**src/rtl/div_sequencer.sv**
```systemverilog
// Iterative radix-2 restoring divider for SDIV/UDIV with pipeline stall control.
// Optional macro DIV_EARLY_TERM_EN: skip iterations when |dividend| < |divisor|.
module div_sequencer #(
  parameter int unsigned WIDTH = 32,
  parameter int unsigned CNT_W = 6
) (
  input  logic             clk,
  input  logic             reset,
  input  logic             Start,
  input  logic [2:0]       ALUControl,
  input  logic [WIDTH-1:0] SrcA,
  input  logic [WIDTH-1:0] SrcB,
  output logic             Busy,
  output logic             Stall,
  output logic             Done,
  output logic [WIDTH-1:0] Quotient,
  output logic [WIDTH-1:0] Remainder,
  output logic             DivByZero
);

  localparam logic [2:0] OP_SDIV = 3'b101;
  localparam logic [2:0] OP_UDIV = 3'b110;

  typedef enum logic [1:0] {
    ST_IDLE,
    ST_ITER,
    ST_FIX,
    ST_DONE
  } state_t;

  state_t           state_q, state_d;
  logic [CNT_W-1:0] cnt_q, cnt_d;
  logic [WIDTH-1:0] a_q, a_d;
  logic [WIDTH-1:0] b_q, b_d;
  logic [WIDTH-1:0] r_q, r_d;
  logic             negq_q, negq_d;
  logic             negr_q, negr_d;
  logic             busy_q, busy_d;
  logic             done_q, done_d;
  logic [WIDTH-1:0] quot_q, quot_d;
  logic [WIDTH-1:0] rem_q, rem_d;
  logic             dbz_q, dbz_d;

  logic             is_sdiv, div_op, can_accept, accept;
  logic [WIDTH-1:0] abs_a, abs_b;
  logic [WIDTH:0]   rem_sh;
  logic [WIDTH-1:0] rem_sub;
  logic             ge;

  assign is_sdiv    = (ALUControl == OP_SDIV);
  assign div_op     = is_sdiv || (ALUControl == OP_UDIV);
  assign can_accept = (state_q == ST_IDLE) || (state_q == ST_DONE);
  assign accept     = Start && div_op && can_accept;

  // Magnitudes; |INT_MIN| wraps to 2^(WIDTH-1), which is exact as unsigned.
  assign abs_a = (is_sdiv && SrcA[WIDTH-1]) ? -SrcA : SrcA;
  assign abs_b = (is_sdiv && SrcB[WIDTH-1]) ? -SrcB : SrcB;

  // One restoring step: remainder bits in r_q, dividend shifts out of a_q as quotient shifts in.
  assign rem_sh  = {r_q, a_q[WIDTH-1]};
  assign ge      = (rem_sh >= {1'b0, b_q});
  assign rem_sub = rem_sh[WIDTH-1:0] - b_q;

  assign Stall     = busy_q | accept;
  assign Busy      = busy_q;
  assign Done      = done_q;
  assign Quotient  = quot_q;
  assign Remainder = rem_q;
  assign DivByZero = dbz_q;

  always_comb begin
    state_d = state_q;
    cnt_d   = cnt_q;
    a_d     = a_q;
    b_d     = b_q;
    r_d     = r_q;
    negq_d  = negq_q;
    negr_d  = negr_q;
    busy_d  = 1'b0;
    done_d  = 1'b0;
    quot_d  = quot_q;
    rem_d   = rem_q;
    dbz_d   = dbz_q;

    case (state_q)
      ST_IDLE, ST_DONE: begin
        state_d = ST_IDLE;
        if (accept) begin
          a_d    = abs_a;
          b_d    = abs_b;
          r_d    = '0;
          negq_d = is_sdiv && (SrcA[WIDTH-1] ^ SrcB[WIDTH-1]);
          negr_d = is_sdiv && SrcA[WIDTH-1];
          if (SrcB == '0) begin
            state_d = ST_DONE;
            done_d  = 1'b1;
            quot_d  = '0;
            rem_d   = SrcA;
            dbz_d   = 1'b1;
          end else begin
            state_d = ST_ITER;
            cnt_d   = CNT_W'(WIDTH - 1);
            busy_d  = 1'b1;
`ifdef DIV_EARLY_TERM_EN
            if (abs_a < abs_b) begin
              state_d = ST_FIX;
              a_d     = '0;
              r_d     = abs_a;
            end
`endif
          end
        end
      end

      ST_ITER: begin
        busy_d = 1'b1;
        a_d    = {a_q[WIDTH-2:0], ge};
        r_d    = ge ? rem_sub : rem_sh[WIDTH-1:0];
        if (cnt_q == '0) begin
          state_d = ST_FIX;
        end else begin
          cnt_d = cnt_q - 1'b1;
        end
      end

      ST_FIX: begin
        state_d = ST_DONE;
        done_d  = 1'b1;
        quot_d  = negq_q ? -a_q : a_q;
        rem_d   = negr_q ? -r_q : r_q;
        dbz_d   = 1'b0;
      end

      default: state_d = ST_IDLE;
    endcase
  end

  always_ff @(posedge clk) begin
    if (reset) begin
      state_q <= ST_IDLE;
      cnt_q   <= '0;
      a_q     <= '0;
      b_q     <= '0;
      r_q     <= '0;
      negq_q  <= 1'b0;
      negr_q  <= 1'b0;
      busy_q  <= 1'b0;
      done_q  <= 1'b0;
      quot_q  <= '0;
      rem_q   <= '0;
      dbz_q   <= 1'b0;
    end else begin
      state_q <= state_d;
      cnt_q   <= cnt_d;
      a_q     <= a_d;
      b_q     <= b_d;
      r_q     <= r_d;
      negq_q  <= negq_d;
      negr_q  <= negr_d;
      busy_q  <= busy_d;
      done_q  <= done_d;
      quot_q  <= quot_d;
      rem_q   <= rem_d;
      dbz_q   <= dbz_d;
    end
  end

endmodule

```
**config.mk**
```make
export PLATFORM = sky130hd
export DESIGN_NAME = div_sequencer
export DESIGN_NICKNAME = d
export VERILOG_FILES = /design/src/rtl/div_sequencer.sv
export SDC_FILE = /design/constraint.sdc
export NUM_CORES = 1
export LEC_CHECK = 0
export CORE_MARGIN = 3
export CORE_UTILIZATION = 53
export CTS_BUF_LIST = sky130_fd_sc_hd__clkbuf_2
export DETAILED_ROUTE_END_ITERATION = 8
export PLACE_DENSITY = 0.81
export SETUP_SLACK_MARGIN = 0.02
export SYNTH_ARGS = -nofsm -noshare
export SYNTH_HDL_FRONTEND = slang
export SYNTH_SLANG_ARGS = --single-unit
```
**constraint.sdc**
```tcl
create_clock -name clk -period 3.31 [get_ports clk]
set_input_delay 0.993 -clock clk [delete_from_list [all_inputs] [get_ports clk]]
set_output_delay 0.993 -clock clk [all_outputs]
set_load 0.01 [all_outputs]
```
==> results of run 1 <==
==> cell usage in the layout, fill, tap and decap left out, drive strengths merged, types with 6 or more instances in the layout <==
cell,n
a211oi,37
a21o,15
a21oi,146
a221oi,6
a22oi,41
a311oi,6
a31oi,9
and2,13
and3,8
buf,139
clkbuf,19
clkdlybuf4s50,135
dfxtp,173
ha,40
inv,63
mux2i,16
nand2,209
nand2b,8
nand3,41
nand4,13
nor2,110
nor3,27
nor4,11
o211ai,15
o21ai,100
o31ai,35
o41ai,12
or2,6
or3,18
or4,14
xnor2,91
xor2,56
==> sequential cells by signal, indices dropped and copies added, names as in the netlist, 2 cells and up <==
| signal | flops |
|---|---|
| Quotient | 32 |
| Remainder | 32 |
| b_q | 32 |
| a_q | 32 |
| r_q | 32 |
| cnt_q | 6 |
| state_q | 2 |
==> per-layer routing <==
layer / vias up / wire length [um]
met3: 66 / 1880
met4: 0 / 927
met5: - / 0
li1: 5580 / -
met2: 364 / 15600
met1: 5175 / 13300
==> critical path, delay by kind of cell <==
family                    cells  cell delay [ns]
xor gates and xnor gates      1             0.19
buffers and inverters         2             0.62
and+or+nand+nor               3             0.37
==> metrics by stage <==
stage	hold slack [ns]	util (%)	cell area, um2
3_5_place_dp	0.444	66.5	13500
5_1_grt	0.485	68.2	13900
4_1_cts	0.470	68.0	13800
6_report	0.466	68.2	13900
3_3_place_gp	0.439	66.5	13500
2_1_floorplan	0.432	-	11100
==> synthesized netlist by cell type (13+ instances only) <==
cell | n | share of area, %
nand2_1 | 209 | 7.1
dfxtp_1 | 173 | 31
a21oi_1 | 146 | 6.6
nor2_1 | 110 | 3.7
o21ai_0 | 97 | 4.4
xnor2_1 | 91 | 7.2
clkbuf_1 | 73 | 2.5
inv_1 | 56 | 1.9
xor2_1 | 56 | 4.4
nand3_1 | 41 | 1.9
ha_1 | 40 | 4.5
a22oi_1 | 39 | 2.6
a211oi_1 | 37 | 2.5
o31ai_1 | 35 | 2.4
nor3_1 | 26 | 1.2
or3_1 | 17 | 0.96
mux2i_1 | 16 | 1.4
a21o_1 | 15 | 1.0
o211ai_1 | 15 | 1.0
and2_1 | 13 | 0.73
nand4_1 | 13 | 0.73
==> cells by family after synthesis <==
logic type | Yosys count | synth area share [%]
adders and majority gates | 41 | 4.70
xor gates and xnor gates | 147 | 11.6
AOI/OAI and AO/OA | 446 | 25.2
DFF | 173 | 31.3
and+or+nand+nor | 484 | 20.1
buffers and inverters | 150 | 5.39
muxes | 18 | 1.65
==> power by group through the flow <==
stage                     combinational, uW  clock (uW)  sequential [uW]
after global routing                   3310        1420             2580
after floorplan                        2060           0             2510
after global placement                 2850           0             2570
after CTS                              2940        1340             2540
after detailed placement               2910           0             2580
final                                  3010        1320             2550
==> final timing paths <==
path                                     from          end  slack (ns)  cells past startpoint
worst max-delay path            ALUControl[1]        Stall        0.15                      6
worst min-delay path              Quotient[5]  Quotient[5]        0.47                      2
worst max register to register         b_q[4]      r_q[25]        0.19                     14
worst min register to register    Quotient[5]  Quotient[5]        0.47                      2
==> final cells by class <==
class | count | area (um2) | area share [%]
tap | 270 | 338 | 2.43
inverter | 57 | 214 | 1.54
multi-input combinational | 1136 | 7080 | 50.9
clock inverter | 14 | 204 | 1.47
sequential | 173 | 3460 | 24.9
clock buffer | 18 | 90.1 | 0.648
timing repair buffer | 275 | 2500 | 18.0
antenna | 2 | 5.00 | 0.0360
==> what timing repair did <==
action,in CTS,in global routing
pin swaps,1,6
gates resized for setup,3,13
setup buffers,1,1
setup endpoints to repair,5,9
==> results.sh, run 1 <==
export IMPL_status="completed"
export IMPL_yosysSeqAreaShare_pct=31.3
export IMPL_place_ws_ns=-0.501
export IMPL_cts_hold_fix_buffers=0
export IMPL_power_net_switching_uw=2780
export IMPL_syn_nets=1570
export IMPL_num_vias=11200
export IMPL_start_kind="input pin"
export IMPL_via_per_inst=5.75
export IMPL_critPathCaptureType="primary output"
export IMPL_synth_ff_type="dfxtp_1"
export IMPL_finalSetupViolCount=0
export IMPL_clk_path_buf_depth=2
export IMPL_switching_share_pct=40.4
export IMPL_areaGrowthSynthToFinish_pct=25.5
export IMPL_root_buffer="clkbuf_2"
export IMPL_dieWidth_um=151
export IMPL_slew_headroom_pct=36.2
export IMPL_clock_sinks=173
export IMPL_dieArea_um2=22700
export IMPL_gr_usage_met3_pct=3.07
export IMPL_critical_path_max_stage_delay_ns=0.49
export IMPL_io_pins=138
export IMPL_max_slew_worst_pin_slew_ns=0.956
export IMPL_fp_coreArea_um2=20400
export IMPL_synth_edff_count=0
export IMPL_antenna_left=0
export IMPL_start_util_pct=54.4
export IMPL_hold_viol=0
export IMPL_hold_path_class="reg2reg"
export IMPL_maxSlewViolCount=0
export IMPL_cts_tree="built"
export IMPL_firstDrtPassIters=6
export IMPL_num_fill_cells=1747
export IMPL_busiest_layer="met2"
export IMPL_grt_max_degree=56
export IMPL_drcViolationCount=0
export IMPL_grt_pass1_vias=10600
export IMPL_leakagePower_uw=0.00526
export IMPL_cp_max_fo=2
export IMPL_pwr_share_seq_pct=37.0
export IMPL_max_freq_mhz=316
export IMPL_drv_cap=0
export IMPL_yosysUniqueCellTypes=63
export IMPL_fin_tns_setup_ns=0
export IMPL_wl_per_cell_um=16.3
export IMPL_io_buffers=137
export IMPL_min_period_ns=3.16
export IMPL_die_h_um=151
export IMPL_dp_cells=1909
export IMPL_arrival_ns=2.17
export IMPL_cts_made_buffers=17
export IMPL_worstPathRequired_ns=2.32
export IMPL_async_reset_ff_share_pct=0
export IMPL_gr_usage_met1_pct=34.7
export IMPL_gp_congestion=0.996
export IMPL_routed_wl_mm=31.7
export IMPL_path_cells="clkdlybuf4s50_1, xor2_1, and3_1, nand2_1, nand2b_1, clkbuf_2"
export IMPL_cts_max_level=4
export IMPL_grt_pass1_wl_mm=51.5
export IMPL_clkTransAtPathRegs_ns=0.25
export IMPL_grt_util_met2_pct=49.3
export IMPL_irDropWorstVdd_uv=279
export IMPL_rsz0062_at_grt="true"
export IMPL_fin_ws_ns=0.148
export IMPL_p_int_uw=4100
export IMPL_power_uw=6880
export IMPL_stdcell_count=1945
export IMPL_combPwrFrac_pct=43.8
export IMPL_nNetsFinal=1771
export IMPL_p_per_area_nw_per_um2=495
export IMPL_post_route_period_util_pct=95.5
export IMPL_synth_area_per_cell_um2=7.59
export IMPL_dp_hpwl_mm=24.5
export IMPL_drive_gt1_share_pct=12.4
export IMPL_drt_iter0_drc=826
export IMPL_antenna_found_initial=1
export IMPL_p_clk_share_pct=19.2
export IMPL_fin_skew_ns=0.0354
export IMPL_syn_cell_area_um2=11100
export IMPL_synth_warnings=0
export IMPL_worst_path_max_delay_cell="clkdlybuf4s50_1"
export IMPL_rows=52
export IMPL_grt_use_total_pct=27.8
export IMPL_synthCells=1459
export IMPL_worstSetupPathType="in2out"
export IMPL_grt_overflow=0
export IMPL_clock_latency_ns=0.78
export IMPL_synth_seq_cells=173
(Power assumes the default switching activity.)
==> inputs of run 2 (changes only) <==
--- a/config.mk
+++ b/config.mk
@@ -5,11 +5,13 @@
 export SDC_FILE = /design/constraint.sdc
 export NUM_CORES = 1
 export LEC_CHECK = 0
+export CAP_MARGIN = 20
+export CORE_ASPECT_RATIO = 1.75
 export CORE_MARGIN = 3
-export CORE_UTILIZATION = 53
+export CORE_UTILIZATION = 30
 export CTS_BUF_LIST = sky130_fd_sc_hd__clkbuf_2
 export DETAILED_ROUTE_END_ITERATION = 8
-export PLACE_DENSITY = 0.81
+export PLACE_DENSITY = 0.51
 export SETUP_SLACK_MARGIN = 0.02
 export SYNTH_ARGS = -nofsm -noshare
 export SYNTH_HDL_FRONTEND = slang
==> results.sh, run 2 (synthesized netlist as in run 1, its figures left out) <==
export IMPL_layout_common_cells="208 x nand2_1, 172 x dfxtp_1, 150 x buf_4"
export IMPL_fp_coreArea_um2=36300
export IMPL_start_util_pct=30.5
export IMPL_root_buffer="clkbuf_2"
export IMPL_drive_gt1_share_pct=13.5
export IMPL_cp_max_fo=4
export IMPL_p_per_area_nw_per_um2=481
export IMPL_rsz0062_at_grt="false"
export IMPL_worstPathRequired_ns=4.08
export IMPL_drt_iter0_drc=413
export IMPL_cts_made_buffers=17
export IMPL_critPathCaptureType="register"
export IMPL_max_slew_worst_pin_slew_ns=0.894
export IMPL_wl_per_cell_um=16.5
export IMPL_fin_ws_ns=0.216
export IMPL_clkTransAtPathRegs_ns=0.26
export IMPL_grt_pass1_vias=10800
export IMPL_grt_pass1_wl_mm=56.5
export IMPL_hold_path_class="reg2reg"
export IMPL_routed_wl_mm=35.6
export IMPL_drv_cap=0
export IMPL_rows=92
export IMPL_antenna_found_initial=2
export IMPL_min_period_ns=3.09
export IMPL_leakagePower_uw=0.00534
export IMPL_antenna_left=0
export IMPL_clock_sinks=173
export IMPL_grt_overflow=0
export IMPL_via_per_inst=5.00
export IMPL_grt_use_total_pct=18.2
export IMPL_io_pins=138
export IMPL_drcViolationCount=0
export IMPL_arrival_ns=3.86
export IMPL_design_area_um2=14200
export IMPL_start_kind="register"
export IMPL_postLayoutCoreUtil_pct=39.2
export IMPL_dieArea_um2=39300
export IMPL_num_vias=10800
export IMPL_gp_congestion=0.822
export IMPL_irDropWorstVdd_uv=266
export IMPL_r2r_slack_ns=0.22
export IMPL_firstDrtPassIters=5
export IMPL_cts_tree="built"
export IMPL_fin_skew_ns=0.0354
export IMPL_whs_path_depth=2
export IMPL_areaGrowthSynthToFinish_pct=28.5
export IMPL_power_uw=6850
export IMPL_dpl_cell_area_um2=14000
export IMPL_hold_viol=0
export IMPL_io_buffers=137
export IMPL_dieWidth_um=151
export IMPL_maxSlewViolCount=0
export IMPL_max_freq_mhz=323
export IMPL_status="completed"
export IMPL_dp_hpwl_mm=28.4
export IMPL_die_h_um=260
export IMPL_clk_path_buf_depth=2
export IMPL_place_ws_ns=-0.594
export IMPL_nNetsFinal=1792
export IMPL_grt_max_degree=66
export IMPL_cts_max_level=4
export IMPL_slew_headroom_pct=40.3
export IMPL_r2r_cells=15
export IMPL_final_common_cell="nand2_1"
export IMPL_clock_latency_ns=0.85
export IMPL_finalSetupViolCount=0
export IMPL_post_route_period_util_pct=93.5
export IMPL_worstSetupPathType="reg2reg"
-- run 2: cell types whose count changed in the layout (fill, tap and decap cells not counted), sizes merged --
cell,before,now
buf,139,161
bufinv,4,1
clkdlybuf4s50,135,133
clkinv,3,9
clkinvlp,1,3
diode,2,1
dlymetal6s2s,0,2
inv,63,57
-- run 2: layer usage --
metal / part of all wire, % / GRT usage [%]
met5: 0.042 / 0
met3: 2.7 / 2.48
met1: 38 / 18.5
met4: 2.9 / 6.40
met2: 57 / 36.5
-- run 2: area by class of cell --
type,instances,area (um2)
multi-input combinational,1136,7080
tap,470,588
timing repair buffer,296,2690
antenna,1,2.50
fill,3859,22000
sequential,173,3460
clock buffer,19,95.1
inverter,57,214
clock inverter,13,101
-- run 2: worst max-delay path, cell delays in order, from the launching register on --
cell	delay, ns
dfxtp_2	0.38
inv_2	0.11
ha_1	0.17
inv_1	0.06
fa_2	0.34
a21o_1	0.18
a221oi_1	0.24
buf_4	0.17
o21ai_1	0.12
a31oi_2	0.29
o21ai_2	0.11
a221oi_2	0.24
buf_4	0.17
o21ai_0	0.09
xnor2_1	0.23
o21ai_0	0.10
-- run 2: report_power, final --
part	switching (uW)	internal [uW]
sequential	244	2300
combinational	1820	1440
clock	789	265
-- run 2: final timing paths --
kind / end / from
setup reg to reg: r_q[24] / a_q[31]
setup / recovery: r_q[24] / a_q[31]
hold reg to reg: Quotient[6] / Quotient[6]
hold / removal: Quotient[6] / Quotient[6]
-- run 2: timing repair --
item | 4_1_cts | 5_1_grt
gates resized for setup | 11 | 10
hold buffers | 0 | 0
buffers inserted | 1 | 1
setup endpoints to repair | 5 | 12
pin swaps | 3 | 4
-- run 2: metrics by stage --
step | cells | hold WS (ns) | TNS [ns]
2_1_floorplan | 1459 | 0.432 | 0
3_3_place_gp | 2129 | 0.438 | -29.95
3_5_place_dp | 2129 | 0.445 | -37.60
4_1_cts | 2162 | 0.439 | 0
5_1_grt | 2165 | 0.454 | 0
6_report | 2165 | 0.464 | 0
